$ cat src/rtl/dmem_arb_pkg.sv
// Shared types and defaults for the data-memory arbiter between the boot/monitor port and the CPU.
package dmem_arb_pkg;

    localparam int DMEM_ARB_STARVE_MAX = 8;
    localparam int DMEM_ARB_AW         = 32;
    localparam int DMEM_ARB_STAT_W     = 16;

    typedef enum logic [1:0] {
        BOOT    = 2'd0,
        RELEASE = 2'd1,
        RUN     = 2'd2,
        FORCE   = 2'd3
    } arb_state_e;

    function automatic logic [DMEM_ARB_STAT_W-1:0] sat_inc(input logic [DMEM_ARB_STAT_W-1:0] v);
        return (&v) ? v : v + 1'b1;
    endfunction

endpackage

$ cat src/rtl/dmem_arb_starve_ctr.sv
// Saturating count of consecutive deferred external cycles; done_o fires on the cycle that reaches MAX.
module dmem_arb_starve_ctr
    import dmem_arb_pkg::*;
#(
    parameter int MAX = DMEM_ARB_STARVE_MAX
) (
    input  logic clk_i,
    input  logic reset_ni,
    input  logic inc_i,
    input  logic clr_i,
    output logic done_o
);

    localparam int CW = $clog2(MAX + 1);
    localparam logic [CW-1:0] CNT_MAX  = CW'(MAX);
    localparam logic [CW-1:0] CNT_LAST = CW'(MAX - 1);

    logic [CW-1:0] cnt_q, cnt_d;

    always_comb begin
        cnt_d = cnt_q;
        if (clr_i) begin
            cnt_d = '0;
        end else if (inc_i && (cnt_q != CNT_MAX)) begin
            cnt_d = cnt_q + 1'b1;
        end
    end

    always_ff @(posedge clk_i or negedge reset_ni) begin
        if (!reset_ni) begin
            cnt_q <= '0;
        end else begin
            cnt_q <= cnt_d;
        end
    end

    // Looks at the incoming increment so the FSM leaves RUN right after the MAX-th deferral.
    assign done_o = inc_i && !clr_i && (cnt_q >= CNT_LAST);

endmodule

$ cat src/rtl/dmem_arbiter.sv
// Data-memory arbiter: external loader owns the port during boot, CPU has priority afterwards
// with starvation forcing. Optional statistics counters enabled by DMEM_ARB_STATS_EN.
module dmem_arbiter
    import dmem_arb_pkg::*;
#(
    parameter int STARVE_MAX = DMEM_ARB_STARVE_MAX,
    parameter int AW         = DMEM_ARB_AW
) (
    input  logic          clk_i,
    input  logic          reset_ni,
    input  logic          ext_valid_i,
    input  logic          ext_we_i,
    input  logic [AW-1:0] ext_addr_i,
    input  logic [AW-1:0] ext_wdata_i,
    output logic          ext_ready_o,
    output logic [AW-1:0] ext_rdata_o,
    output logic          ext_rvalid_o,
    input  logic          boot_done_i,
    input  logic          cpu_req_i,
    input  logic          cpu_we_i,
    input  logic [AW-1:0] cpu_addr_i,
    input  logic [AW-1:0] cpu_wdata_i,
    output logic          cpu_hold_o,
    output logic          cpu_stall_o,
    output logic          mem_we_o,
    output logic [AW-1:0] mem_addr_o,
    output logic [AW-1:0] mem_wdata_o,
    input  logic [AW-1:0] mem_rdata_i,
    output logic [15:0]   grant_cnt_o,
    output logic [15:0]   force_cnt_o
);

    arb_state_e    state_q;
    logic          cpu_hold_q, cpu_stall_q;
    logic          ext_rvalid_q;
    logic [AW-1:0] ext_rdata_q;
    logic          ext_gnt, cpu_gnt;
    logic          starve_inc, starve_clr, starve_done;

    // Grants are qualified by reset so nothing reaches the memory while reset is low.
    always_comb begin
        ext_gnt = 1'b0;
        cpu_gnt = 1'b0;
        if (reset_ni) begin
            case (state_q)
                BOOT:    ext_gnt = ext_valid_i;
                RELEASE: ext_gnt = 1'b0;
                RUN: begin
                    cpu_gnt = cpu_req_i;
                    ext_gnt = ext_valid_i && !cpu_req_i;
                end
                FORCE:   ext_gnt = ext_valid_i;
                default: ext_gnt = 1'b0;
            endcase
        end
    end

    always_comb begin
        mem_we_o    = 1'b0;
        mem_addr_o  = cpu_addr_i;
        mem_wdata_o = cpu_wdata_i;
        if (ext_gnt) begin
            mem_we_o    = ext_we_i;
            mem_addr_o  = ext_addr_i;
            mem_wdata_o = ext_wdata_i;
        end else if (cpu_gnt) begin
            mem_we_o = cpu_we_i;
        end
    end

    assign starve_inc = (state_q == RUN) && ext_valid_i && cpu_req_i;
    assign starve_clr = (state_q != RUN) || !ext_valid_i || ext_gnt;

    dmem_arb_starve_ctr #(
        .MAX (STARVE_MAX)
    ) u_starve_ctr (
        .clk_i    (clk_i),
        .reset_ni (reset_ni),
        .inc_i    (starve_inc),
        .clr_i    (starve_clr),
        .done_o   (starve_done)
    );

    always_ff @(posedge clk_i or negedge reset_ni) begin
        if (!reset_ni) begin
            state_q     <= BOOT;
            cpu_hold_q  <= 1'b1;
            cpu_stall_q <= 1'b0;
        end else begin
            case (state_q)
                BOOT: begin
                    if (boot_done_i) state_q <= RELEASE;
                end
                RELEASE: begin
                    state_q    <= RUN;
                    cpu_hold_q <= 1'b0;
                end
                RUN: begin
                    if (starve_done) begin
                        state_q     <= FORCE;
                        cpu_stall_q <= 1'b1;
                    end
                end
                FORCE: begin
                    state_q     <= RUN;
                    cpu_stall_q <= 1'b0;
                end
                default: begin
                    state_q     <= BOOT;
                    cpu_hold_q  <= 1'b1;
                    cpu_stall_q <= 1'b0;
                end
            endcase
        end
    end

    always_ff @(posedge clk_i or negedge reset_ni) begin
        if (!reset_ni) begin
            ext_rvalid_q <= 1'b0;
            ext_rdata_q  <= '0;
        end else begin
            ext_rvalid_q <= ext_gnt && !ext_we_i;
            if (ext_gnt && !ext_we_i) ext_rdata_q <= mem_rdata_i;
        end
    end

    assign ext_ready_o  = ext_gnt;
    assign ext_rvalid_o = ext_rvalid_q;
    assign ext_rdata_o  = ext_rdata_q;
    assign cpu_hold_o   = cpu_hold_q;
    assign cpu_stall_o  = cpu_stall_q;

`ifdef DMEM_ARB_STATS_EN
    logic [15:0] grant_cnt_q, grant_cnt_d;
    logic [15:0] force_cnt_q, force_cnt_d;

    always_comb begin
        grant_cnt_d = ext_gnt ? sat_inc(grant_cnt_q) : grant_cnt_q;
        force_cnt_d = ((state_q == RUN) && starve_done) ? sat_inc(force_cnt_q) : force_cnt_q;
    end

    always_ff @(posedge clk_i or negedge reset_ni) begin
        if (!reset_ni) begin
            grant_cnt_q <= '0;
            force_cnt_q <= '0;
        end else begin
            grant_cnt_q <= grant_cnt_d;
            force_cnt_q <= force_cnt_d;
        end
    end

    assign grant_cnt_o = grant_cnt_q;
    assign force_cnt_o = force_cnt_q;
`else
    assign grant_cnt_o = '0;
    assign force_cnt_o = '0;
`endif

endmodule

$ cat config.mk
export PLATFORM = sky130hd
export DESIGN_NAME = dmem_arbiter
export DESIGN_NICKNAME = d
export VERILOG_FILES = /design/src/rtl/dmem_arb_pkg.sv /design/src/rtl/dmem_arb_starve_ctr.sv /design/src/rtl/dmem_arbiter.sv
export SDC_FILE = /design/constraint.sdc
export NUM_CORES = 1
export LEC_CHECK = 0
export CAP_MARGIN = 25
export CORE_AREA = 2 2 116 118
export CTS_BUF_LIST = sky130_fd_sc_hd__clkbuf_4
export DETAILED_ROUTE_END_ITERATION = 8
export DIE_AREA = 0 0 118 120
export GPL_TIMING_DRIVEN = 0
export PLACE_DENSITY_LB_ADDON = 0.2
export SYNTH_ARGS = -nofsm -noshare
export SYNTH_HDL_FRONTEND = slang
export SYNTH_SLANG_ARGS = --single-unit
$ cat constraint.sdc
create_clock -name clk_i -period 2.6 [get_ports clk_i]
set_input_delay 0.39 -clock clk_i [delete_from_list [all_inputs] [get_ports clk_i]]
set_output_delay 0.39 -clock clk_i [all_outputs]
set_load 0.01 [all_outputs]
==> impl_results.md <==
* Sequential element share of the synthesized area at 0.332
* Commonest non-fill, non-tap cells in the layout: clkdlybuf4s50_1, mux2_4, buf_4, buf_6, dfrtp_1
* Syn_area_per_cell at between 10 and 15 sq um
* CP Launch Type: flop
* Post-route cell area at between 6000 and 7000 sq um
* Top sig layer: met4
* Layout Utilization at 0.508
* Pin count of the biggest net entering global routing at 25
* Top-area cell type share of the netlist area at 0.335
* Slowest stage delay, CP at around 0.44 ns
* Status: complete, but fails checks
* Slowest cell on crit path: dfrtp_1
* Vias in the first global route at 3174
* Worst r2r src: state_q[0]
* IO buf count at ~270
* Crit. Startpoint: state_q[1]
* Cell Int Power at between 0.003 and 0.004 W
* CP Max Fanout at 7
* First-pass GRT wire length at 18700 um
* Clock share of power at 0.091
* Clock buffers created by TritonCTS at 5
* Yosys cell types at 33
* Worst-path clk slew at roughly 0.13 ns
* Post-route ant nets at 0
* Post-Syn Instances at 235
* Final setup violating endpoints at 59
* Crit path required time at between 2 and 2.5 ns
* Num rows at 42
* Number of max-cap violations at 0
* Mapped cell area at about 3100 sq um
* Grt ovf at 0
* Max Slew Vio Count at 0
* Maximum VDD drop at around 0.45 mV
* Die Span X at about 120 um
* Crit-path most repeated cell: buf_6
* Initial antenna violation count at 0
* DIE AREA at about 14000 sq um
* Vias per Instance at roughly 4.0
* Arrival time worst endpoint at between 2 and 2.5 ns
* Rel. slew slack at 0.524
* WP buf/inv at 7
* P_leak at around 3.1 nW
* Met1 wire length at between 5000 and 6000 um
* Final Hold Vio Count at 0
* Violated checks: negative setup slack
* Routed met2 length at 6440 um
* Worst skew pair latency at about 0.35 ns
* CP cell instances: inv_2 > ha_4 > inv_4 > o211ai_4 > buf_6 > buf_6 > buf_16 > buf_6 > mux2_4 > buf_6
* Iter 0 DRT Violations at 68
* RSZ-0062 raised after global routing: yes
* Vias at about 3000
* Clk root buf: clkbuf_4
* Period utilisation layout at 1.06
* # IOs at 300
* Final Wtd Congestion at about 0.78
* Final Net Count at between 700 and 800
* Die height at 120 um
* Final WL at around 13000 um
* Synth area leaders: mux2_4, dfrtp_1, mux2_2, buf_4, buf_6
* Sw Ratio at 0.318
* CTS tree: built
* # DRC at 0
* Htree depth at 2
* Tmin final at 2.76 ns
* P_sw at 0.00145 W
* Routed wl met3 at about 1000 um
* Largest area contributor in the netlist: mux2_4
* Core footprint at 13000 sq um
* Critical path's top delay family: buffers and inverters
* Leading cell type in the layout, fill and taps excluded: clkdlybuf4s50_1
* Clk buf depth at 2
* DP HPWL at between 10000 and 15000 um
* Pwr Density at 691 nW/um^2
* DRT Pass-1 Iters at 4
* Antenna diodes at 0
* Peak Freq at approximately 360 MHz
* Clock Skew at 0.0142 ns
* Mean routed wirelength per cell at 17.1 um
* CTS sink cnt at approximately 40
* Yosys warns at 0
* Worst min path class: input pin to asynchronous set/reset pin
* Initial core utilization at 0.238
* Fin Hold WS at 0.104 ns
* Worst Tran Pin Value at 0.712 ns
* Fin worst setup slack at -0.157 ns
* Cell Area, Placed at between 6000 and 7000 sq um
* Crit Path Category: flop to output port
* Syn-to-layout area delta at 113%
* Share of total power in sequential cells at 0.236
* #FFs+latches synth at 41
* Setup crit end kind: output port
* Power share of the combinational group at 0.673
* GRT Total Usage at 0.169
* Fraction of layout cells with a size suffix above 1 at 0.417
-- flip-flops by register name (all words and copies together), names as in the netlist --
name / flops
ext_rvalid_o: 1
cpu_stall_o: 1
cpu_hold_o: 1
state_q: 2
ext_rdata_o: 32
u_starve_ctr.cnt_q: 4
-- path summary, 6_finish.rpt --
kind	endpoint	slack, ns	cells after the start
max in group asynchronous	ext_rdata_o[18]	1.49	2
setup reg to reg	ext_rdata_o[28]	0.56	9
min in group clk_i	u_starve_ctr.cnt_q[1]	0.38	3
setup / recovery	mem_wdata_o[29]	-0.16	10
hold / removal	cpu_hold_o	0.10	2
hold reg to reg	cpu_hold_o	0.49	1
-- power by group through the flow --
stage	clock [W]	combinational, W	sequential (W)
2_1_floorplan	0	0.00121	0.00118
3_3_place_gp	0	0.00265	0.00108
3_5_place_dp	0	0.00268	0.00107
4_1_cts	0.000438	0.00297	0.00107
5_1_grt	0.000463	0.00324	0.00110
6_report	0.000416	0.00307	0.00107
-- cell type report --
| cell class | count | area [sq um] |
|---|---|---|
| Tap cell | 176 | 220 |
| Timing Repair Buffer | 300 | 2980 |
| Clock inverter | 2 | 33.8 |
| Multi-Input combinational cell | 170 | 1860 |
| Clock buffer | 6 | 45.0 |
| Buffer | 43 | 387 |
| Sequential cell | 41 | 1030 |
| Inverter | 11 | 43.8 |
| Fill cell | 1199 | 6380 |
-- cells in the mapped netlist --
cell and number:
mux2_4 69, dfrtp_1 40, buf_4 34, mux2_2 27
inv_1 11, buf_6 8, ha_1 7, a21oi_1 4
nand3_1 4, o21ai_0 4, buf_2 2, nand2_1 2
nand4_1 2, nor2b_1 2, a21o_1 1, a2bb2oi_1 1
and3b_1 1, conb_1 1, dfstp_2 1, mux2i_1 1
nand3b_1 1, nor2_1 1, nor2b_4 1, nor3_1 1
nor3b_1 1, nor4_1 1, o2111a_1 1, o211ai_2 1
o221a_2 1, o2bb2ai_1 1, o31ai_1 1, or4_1 1
xor2_1 1
-- layer usage --
metal | track usage | vias to the layer above
li1 | - | 1439
met1 | 0.203 | 1418
met2 | 0.306 | 146
met3 | 0.0494 | 10
met4 | 0.0248 | 0
met5 | 0 | -
-- logic make-up after synthesis --
group,Yosys count,synth area share
adder cells (fa/ha/maj),7,0.0283
multiplexers,97,0.436
XOR/XNOR,1,0.00283
flip-flops,41,0.332
AO/OA/AOI/OAI,15,0.0348
AND/OR/NAND/NOR,18,0.0364
other,1,0.00121
buffers and inverters,55,0.128
-- what timing repair did --
| item | CTS | global route |
|---|---|---|
| cloned | 3 | 1 |
| setup buffers | 22 | 5 |
| pin swaps | 1 | 2 |
| hold endpoints to repair | 16 | 0 |
| hold buffers | 2 | 0 |
| gates resized for setup | 269 | 38 |
| setup endpoints to repair | 66 | 65 |
-- per-stage QoR --
| step | setup TNS [ns] | worst slack [ns] | total power [W] | instances |
|---|---|---|---|---|
| floorplan | 0 | 0.526 | 0.00240 | 266 |
| global placement | -147.87 | -1.82 | 0.00374 | 708 |
| detailed placement | -25.45 | -0.519 | 0.00375 | 709 |
| CTS | -4.82 | -0.169 | 0.00448 | 744 |
| global route | -11.87 | -0.264 | 0.00480 | 749 |
| finish | -5.79 | -0.157 | 0.00456 | 749 |
No activity file was read; power rests on OpenSTA's default activity.
